## src/rtl/bool_eval_seq_pkg.sv

```systemverilog
// bool_eval_seq shared types.
// FSM state encoding and the default input count.
package bool_eval_seq_pkg;

   localparam int N_DEF = 3;

   typedef enum logic [1:0] {
      IDLE,
      SWEEP,
      DONE
   } state_t;

endpackage

```

## src/rtl/bool_eval_seq_tt_lookup.sv

```systemverilog
// Truth-table lookup: a 2^N:1 mux of the table by input vector.
// Shared by the direct-evaluation and sweep paths.
module tt_lookup
   import bool_eval_seq_pkg::*;
#(
   parameter int N = N_DEF
) (
   input  logic [2**N-1:0] tt,
   input  logic [N-1:0]    sel,
   output logic            q
);

   assign q = tt[sel];

endmodule

```

## src/rtl/bool_eval_seq.sv

```systemverilog
// Truth-table boolean evaluator with direct lookup
// and an exhaustive sweep that counts the ones.
module bool_eval_seq
   import bool_eval_seq_pkg::*;
#(
   parameter int              N       = N_DEF,
   parameter logic [2**N-1:0] TT_INIT = 8'h8A
) (
   input  logic            clk,
   input  logic            reset,
   input  logic            tt_load,
   input  logic [2**N-1:0] tt_data,
   input  logic [N-1:0]    in_v,
   input  logic            start,
   output logic            s,
   output logic [N-1:0]    idx,
   output logic            valid,
   output logic            busy,
   output logic            done,
   output logic [N:0]      count
);

   localparam logic [N-1:0] K_MAX = '1;

   state_t          state_q;
   state_t          state_d;
   logic [2**N-1:0] tt_q;
   logic [2**N-1:0] tbl;
   logic [N-1:0]    k_q;
   logic [N-1:0]    k_nxt;
   logic [N-1:0]    sel;
   logic [N:0]      acc_q;
   logic [N:0]      count_q;
   logic            s_q;
   logic [N-1:0]    idx_q;
   logic            go;
   logic            hit;

   assign k_nxt = k_q + N'(1);
   assign go    = (state_q == IDLE) && start;

   // The first vector is looked up on the start edge, so a table
   // loaded in that same cycle must bypass the register.
   assign tbl = (go && tt_load) ? tt_data : tt_q;

   always_comb begin
      sel = in_v;
      if (go)
         sel = '0;
      else if (state_q == SWEEP)
         sel = k_nxt;
   end

   tt_lookup #(
      .N(N)
   ) u_lookup (
      .tt  (tbl),
      .sel (sel),
      .q   (hit)
   );

   always_ff @(posedge clk) begin
      if (reset)
         state_q <= IDLE;
      else
         state_q <= state_d;
   end

   always_comb begin
      state_d = state_q;
      valid   = 1'b0;
      busy    = 1'b0;
      done    = 1'b0;
      unique case (state_q)
         IDLE: begin
            if (start)
               state_d = SWEEP;
         end
         SWEEP: begin
            valid = 1'b1;
            busy  = 1'b1;
            if (k_q == K_MAX)
               state_d = DONE;
         end
         DONE: begin
            done    = 1'b1;
            state_d = IDLE;
         end
         default: state_d = IDLE;
      endcase
   end

   always_ff @(posedge clk) begin
      if (reset) begin
         tt_q    <= TT_INIT;
         k_q     <= '0;
         acc_q   <= '0;
         count_q <= '0;
         s_q     <= 1'b0;
         idx_q   <= '0;
      end else begin
         unique case (state_q)
            IDLE: begin
               if (tt_load)
                  tt_q <= tt_data;
               s_q   <= hit;
               idx_q <= sel;
               if (start) begin
                  k_q   <= '0;
                  acc_q <= (N+1)'(hit);
               end
            end
            SWEEP: begin
               if (k_q != K_MAX) begin
                  k_q   <= k_nxt;
                  s_q   <= hit;
                  idx_q <= k_nxt;
                  acc_q <= acc_q + (N+1)'(hit);
               end else begin
                  count_q <= acc_q;
               end
            end
            default: ;
         endcase
      end
   end

   assign s     = s_q;
   assign idx   = idx_q;
   assign count = count_q;

endmodule
```

## config.mk

```make
export PLATFORM = sky130hd
export DESIGN_NAME = bool_eval_seq
export DESIGN_NICKNAME = d
export VERILOG_FILES = /design/src/rtl/bool_eval_seq_pkg.sv /design/src/rtl/bool_eval_seq_tt_lookup.sv /design/src/rtl/bool_eval_seq.sv
export SDC_FILE = /design/constraint.sdc
export NUM_CORES = 1
export LEC_CHECK = 0
export ABC_AREA = 1
export CAP_MARGIN = 20
export CORE_MARGIN = 2
export CORE_UTILIZATION = 50
export DETAILED_ROUTE_END_ITERATION = 12
export GPL_TIMING_DRIVEN = 0
export PLACE_DENSITY = 0.78
export SYNTH_ARGS = -nofsm -noshare
export SYNTH_HDL_FRONTEND = slang
export SYNTH_SLANG_ARGS = --single-unit
export TNS_END_PERCENT = 10
```

## constraint.sdc

```tcl
create_clock -name clk -period 2.9 [get_ports clk]
set_input_delay 0.29 -clock clk [delete_from_list [all_inputs] [get_ports clk]]
set_output_delay 0.29 -clock clk [all_outputs]
set_load 0.01 [all_outputs]
```

# Yosys cells after proc, flatten, opt, wreduce, memory -nomap -nowiden
# Index checks and enable logic that the tools add are counted.
[totals]
register_bits = 25
in_bits = 15
out_inout_bits = 11
wordCells = 46
[classes]
add_sub_neg = 2
magnitude_cmp = 1
n_eq_ne = 7
mux = 19
bitwise = 1
n_reduce_logical = 9
[ops]
columns = ["cell", "n"]
rows = [
  ["3-bit 2-to-1 mux", 4],
  ["3-bit case mux with 2 select lines", 2],
  ["4-bit 2-to-1 mux", 2],
  ["8-bit 2-to-1 mux", 1],
  ["4-bit case mux with 2 select lines", 1],
  ["2-bit AND reduction", 4],
  ["4-bit by 1-bit adder with 4-bit output", 1],
  ["3-bit by 4-bit < comparator with 1-bit output (second input constant)", 1],
  ["1-bit 2-to-1 mux", 4],
  ["2-bit 2-to-1 mux", 2],
  ["2-bit by 1-bit != test with 1-bit output (second input constant)", 2],
  ["2-bit case mux with 2 select lines", 1],
  ["3-bit by 1-bit adder with 3-bit output (second input constant)", 1],
  ["1-bit binary-select mux with 3-bit select", 1],
  ["3-bit equality test (second input constant)", 1],
  ["3-bit != test (second input constant)", 1],
  ["3-bit AND reduction", 1],
  ["2-bit by 1-bit equality test with 1-bit output (second input constant)", 1],
  ["2-bit equality test (second input constant)", 1],
  ["1-bit logical AND", 2],
  ["2-bit zero test", 1],
  ["2-bit != test (second input constant)", 1],
  ["1-bit case mux with 2 select lines", 1],
  ["2-bit nonzero test", 1],
  ["1-bit NOT", 1],
]

# Depth between registers and ports, before layout
[depth]
word_depth = 9
mapped_depth = 15
depth_no_buf = 15

# By module
# From an unflattened synthesis, not the netlist that was laid out.
[hier_totals]
cells_unflattened = 199
hier_area_um2 = 1311.3
[modules_own_cells]
columns = ["mod", "instances", "cells_each", "area_per_inst_um2", "seq_area_each_um2"]
rows = [
  ["bool_eval_seq", 1, 171, 1201.2, 500.5],
  ["tt_lookup", 1, 28, 110.1, 0.0],
]

# Worst setup path after synthesis
# Ideal clock, no wire load.
[synth_path]
kind = "register to register"
start = "reg k_q[0]"
end = "reg acc_q[3]"
setup_time_ps = 116
t_arrival_ps = 1924
required_ps = 2784
slack_ps = 860
path_stages_with_launch = 16
n_path_buf = 0
synth_period_minus_slack_ps = 2040
cell_sequence = "dfxtp_1 -> ha_1 -> ha_1 -> inv_1 -> nor2_1 -> a21oi_1 -> nor2_1 -> inv_1 -> nand3_2 -> nand2_2 -> inv_1 -> ha_1 -> nand3_1 -> or2_1 -> xor2_1 -> nor3_2"
[synth_via]
elab_chain_cells = 8
elab_cells_between_ends = 11
classes_between = "2 x add/sub; 2 x eq/ne; 6 x mux; 1 x reduce/logical"
[synth_rtl]
columns = ["item", "line", "source"]
rows = [
  ["from (decl)", "bool_eval_seq.sv:29", "logic [N-1:0] k_q;"],
  ["from (signal assigned)", "bool_eval_seq.sv:115", "k_q <= k_nxt;"],
  ["3-bit by 1-bit adder with 3-bit output", "bool_eval_seq.sv:39", "assign k_nxt = k_q + N'(1);"],
  ["3-bit 2-to-1 mux", "bool_eval_seq.sv:50", "else if (state_q == SWEEP)"],
  ["3-bit 2-to-1 mux", "bool_eval_seq.sv:48", "if (go)"],
  ["1-bit binary-select mux with 3-bit select", "bool_eval_seq_tt_lookup.sv:13", "assign q = tt[sel];"],
  ["1-bit 2-to-1 mux (not written as such)", "bool_eval_seq_tt_lookup.sv:13", ""],
  ["via hit", "bool_eval_seq.sv:37", "logic hit;"],
  ["4-bit by 1-bit adder with 4-bit output", "bool_eval_seq.sv:118", "acc_q <= acc_q + (N+1)'(hit);"],
  ["4-bit 2-to-1 mux", "bool_eval_seq.sv:114", "if (k_q != K_MAX) begin"],
  ["4-bit case mux with 2 select lines", "bool_eval_seq.sv:102", "unique case (state_q)"],
  ["to (signal assigned)", "bool_eval_seq.sv:110", "acc_q <= (N+1)'(hit);"],
  ["to (signal assigned)", "bool_eval_seq.sv:118", ""],
  ["to (decl)", "bool_eval_seq.sv:32", "logic [N:0] acc_q;"],
]
# The timed path passes the listed nets, and every way through them passes these cells. The select of a mux whose other input is x is not followed.
# A chain may end at the register's enable or synchronous reset.

# Final worst setup path
# Ends and elaborated chain as after synthesis.

==> metrics.cfg <==
[run_status]
outcome=finished, final reports clean

[synth]
synth_xor_area_share_pct=0.705
ys_warn_count=0
ys_async_sr_fraction_pct=0
synthMuxAreaShare_pct=0
synth_top_family_by_area=simple AND/OR/NAND/NOR gates
synth-main-ff-cell=dfxtp_1
synth_seq_cells=25
synthesis.area_um2=1240
synthAdderAreaFrac_pct=4.03
synth_area_per_cell_um2=7.44
synth_top_area_share_pct=40.3
synth_compound_area_share_pct=12.2
yosys.area.top_type=dfxtp_1
syn_nets=186
ys_top_cells_by_count=nand2_1 (30), nor2_1 (29), dfxtp_1 (25)
netlist_instances=167
synth_area_leaders=dfxtp_1 (40%), nand2_1 (9.1%), nor2_1 (8.8%)
synth_cell_types=28
synth_edf_count=0
yosysMostFrequentCell=nand2_1
yosys.area_share.simple_pct=36.2
seq_area_frac_synth_pct=40.3

[placement]
placed_cell_area_um2=1530
post-place-ws_ns=0.462
globalplace.congestion=0.803
dp_hpwl_um=2150
io_buffers=25

[clock_tree]
cts_hold_buf=0
ctsResizeCount=0
cts_root_buf=clkbuf_4
clk_pin_slew_ns=0.13
post_cts_buffers=0
cts.sinks=25
clock_latency_ns=0.32
cts_buffer_depth=2
cts_inserted_buffers=3
htreeDepth=1
tritoncts=done

[layout]
antenna_cells=0
finalInstanceArea_um2=1560
drive_gt1_share_pct=10.7
final-seq-area_um2=500
syn_to_final_growth_pct=25.4
multi_input_area_um2=659
n_fill_cell=214
fin_nets=216

[floorplan]
die_h_um=53.9
ios=26
die_w_um=53.9
die-area_um2=2900
start_util_pct=51.6
num_rows=18
core-area_um2=2410

[timing]
finalHoldViolCount=0
finalMaxSlewViolations=0
relSlewSlack_pct=68.1
rsz0062_at_grt=no
min_period_over_period_pct=78.7
fmax_mhz=438
fin_skew_ns=0.00156
fin_crit_ns=2.28
fin_tns_setup_ns=0
whs_ns=0.494
worstMarginPinSlew_ns=0.477
setup_ws_ns=0.617
finalSetupViolCount=0

[global_routing]
overflow=0
grt_max_degree=15
grt_usage_pct=21.7
antenna_found_initial=0
grt_pass1_wl_um=4510
first_global_vias=1057

[pwr]
power.density_cell_area_nw_per_um2=455
p_leak_uw=0.000727
ir_drop_mv=0.286

[routing]
routedWlPerCell_um=12.3
drtIter0Drc=35
firstDrtPassIters=5
final_antenna_net_count=0
routed_wl_um=2780
num_vias=1183
routed_via_density=5.23
route.detailed.drc=0

[worst_setup_path]
critical_path.slowest_cell=dfxtp_1
critPathMaxStageDelay_ns=0.36
crit_chain=ha_1, ha_1, inv_1, nor2_1, a21oi_1, nor2_1, inv_1, nand3_2, nand2_2, inv_1, ha_1, nand3_1, or2_1, xor2_1, nor3_2
startpoint_type=flip-flop
end_kind=flip-flop
setup.worst_path.class=flip-flop to flip-flop
required_ns=3.12
cp.arrival_ns=2.50
cp_max_fo=4

[worst_hold_path]
hold_path.class=flip-flop to flip-flop

[run]
drv_cap=0

==> logic make-up (layout without fill, tap and decap cells) <==
kind of cell             after synthesis  count (layout)
buffers and inverters                 19              48
adder cells (fa/ha/maj)                4               4
flip-flops                            25              25
XOR/XNOR                               1               1
AND/OR/NAND/NOR                       93              93
AO/OA/AOI/OAI                         25              25
==> sequential cells by signal, indices dropped and copies added, names as in the netlist <==
name	flops
tt_q	8
k_q	3
count	4
idx	3
state_q	2
acc_q	4
s	1
==> area by class of cell <==
type                            instances  share of cell area [%]
Multi-Input combinational cell        123                    42.3
Inverter                               16                    4.34
Clock buffer                            3                    1.45
Buffer                                  3                   0.964
Clock inverter                          1                   0.321
Sequential cell                        25                    32.1
Tap cell                               30                    2.41
Timing Repair Buffer                   25                    16.1
==> routing by layer <==
layer	share of wire [%]	vias to the layer above	global-route usage, %
li1	-	612	-
met1	48	534	29.2
met2	47	33	35.4
met3	4.7	4	2.78
met4	0.76	0	7.69
met5	0	-	0
==> through the flow <==
stage	total power, µW	util, %	std cells
final	708	64.6	226
after global routing	753	64.6	226
after CTS	717	64.6	226
after detailed placement	560	63.5	222
after global placement	554	63.5	222
after floorplan	496	-	167
==> final timing paths <==
check / to / start / cells past startpoint / slack, ns
min reg2reg: acc_q[0] / acc_q[0] / 2 / 0.49
min: acc_q[0] / acc_q[0] / 2 / 0.49
max reg2reg: acc_q[3] / k_q[0] / 15 / 0.62
max: acc_q[3] / k_q[0] / 15 / 0.62
==> report_power, final <==
part / switching [µW] / internal [µW] / total [µW]
registers: 15.6 / 366 / 382
clock network: 103 / 51.6 / 154
logic: 95.8 / 76.2 / 172
total: 214 / 494 / 708
==> worst max-delay path, delay by kind of cell, from the launching register on <==
| kind | cells | cell delay (ns) |
|---|---|---|
| adders and majority gates | 3 | 0.65 |
| buffers and inverters | 3 | 0.18 |
| xor gates and xnor gates | 1 | 0.18 |
| and+or+nand+nor | 7 | 0.77 |
| AOI/OAI and AO/OA | 1 | 0.07 |
| DFF | 1 | 0.36 |
==> cells in the final DEF (no fill, tap or decap), types with 3 or more instances in the layout <==
cell	netlist	final
nor2_1	29	29
inv_2	3	3
clkdlybuf4s50_1	0	25
dfxtp_1	25	25
a21oi_1	5	5
nand3_1	19	19
nand2_1	30	30
ha_1	4	4
nand4_1	4	4
inv_1	11	11
o211ai_1	3	3
clkbuf_4	0	3
o21ai_0	13	13
(Power assumes the default switching activity.)
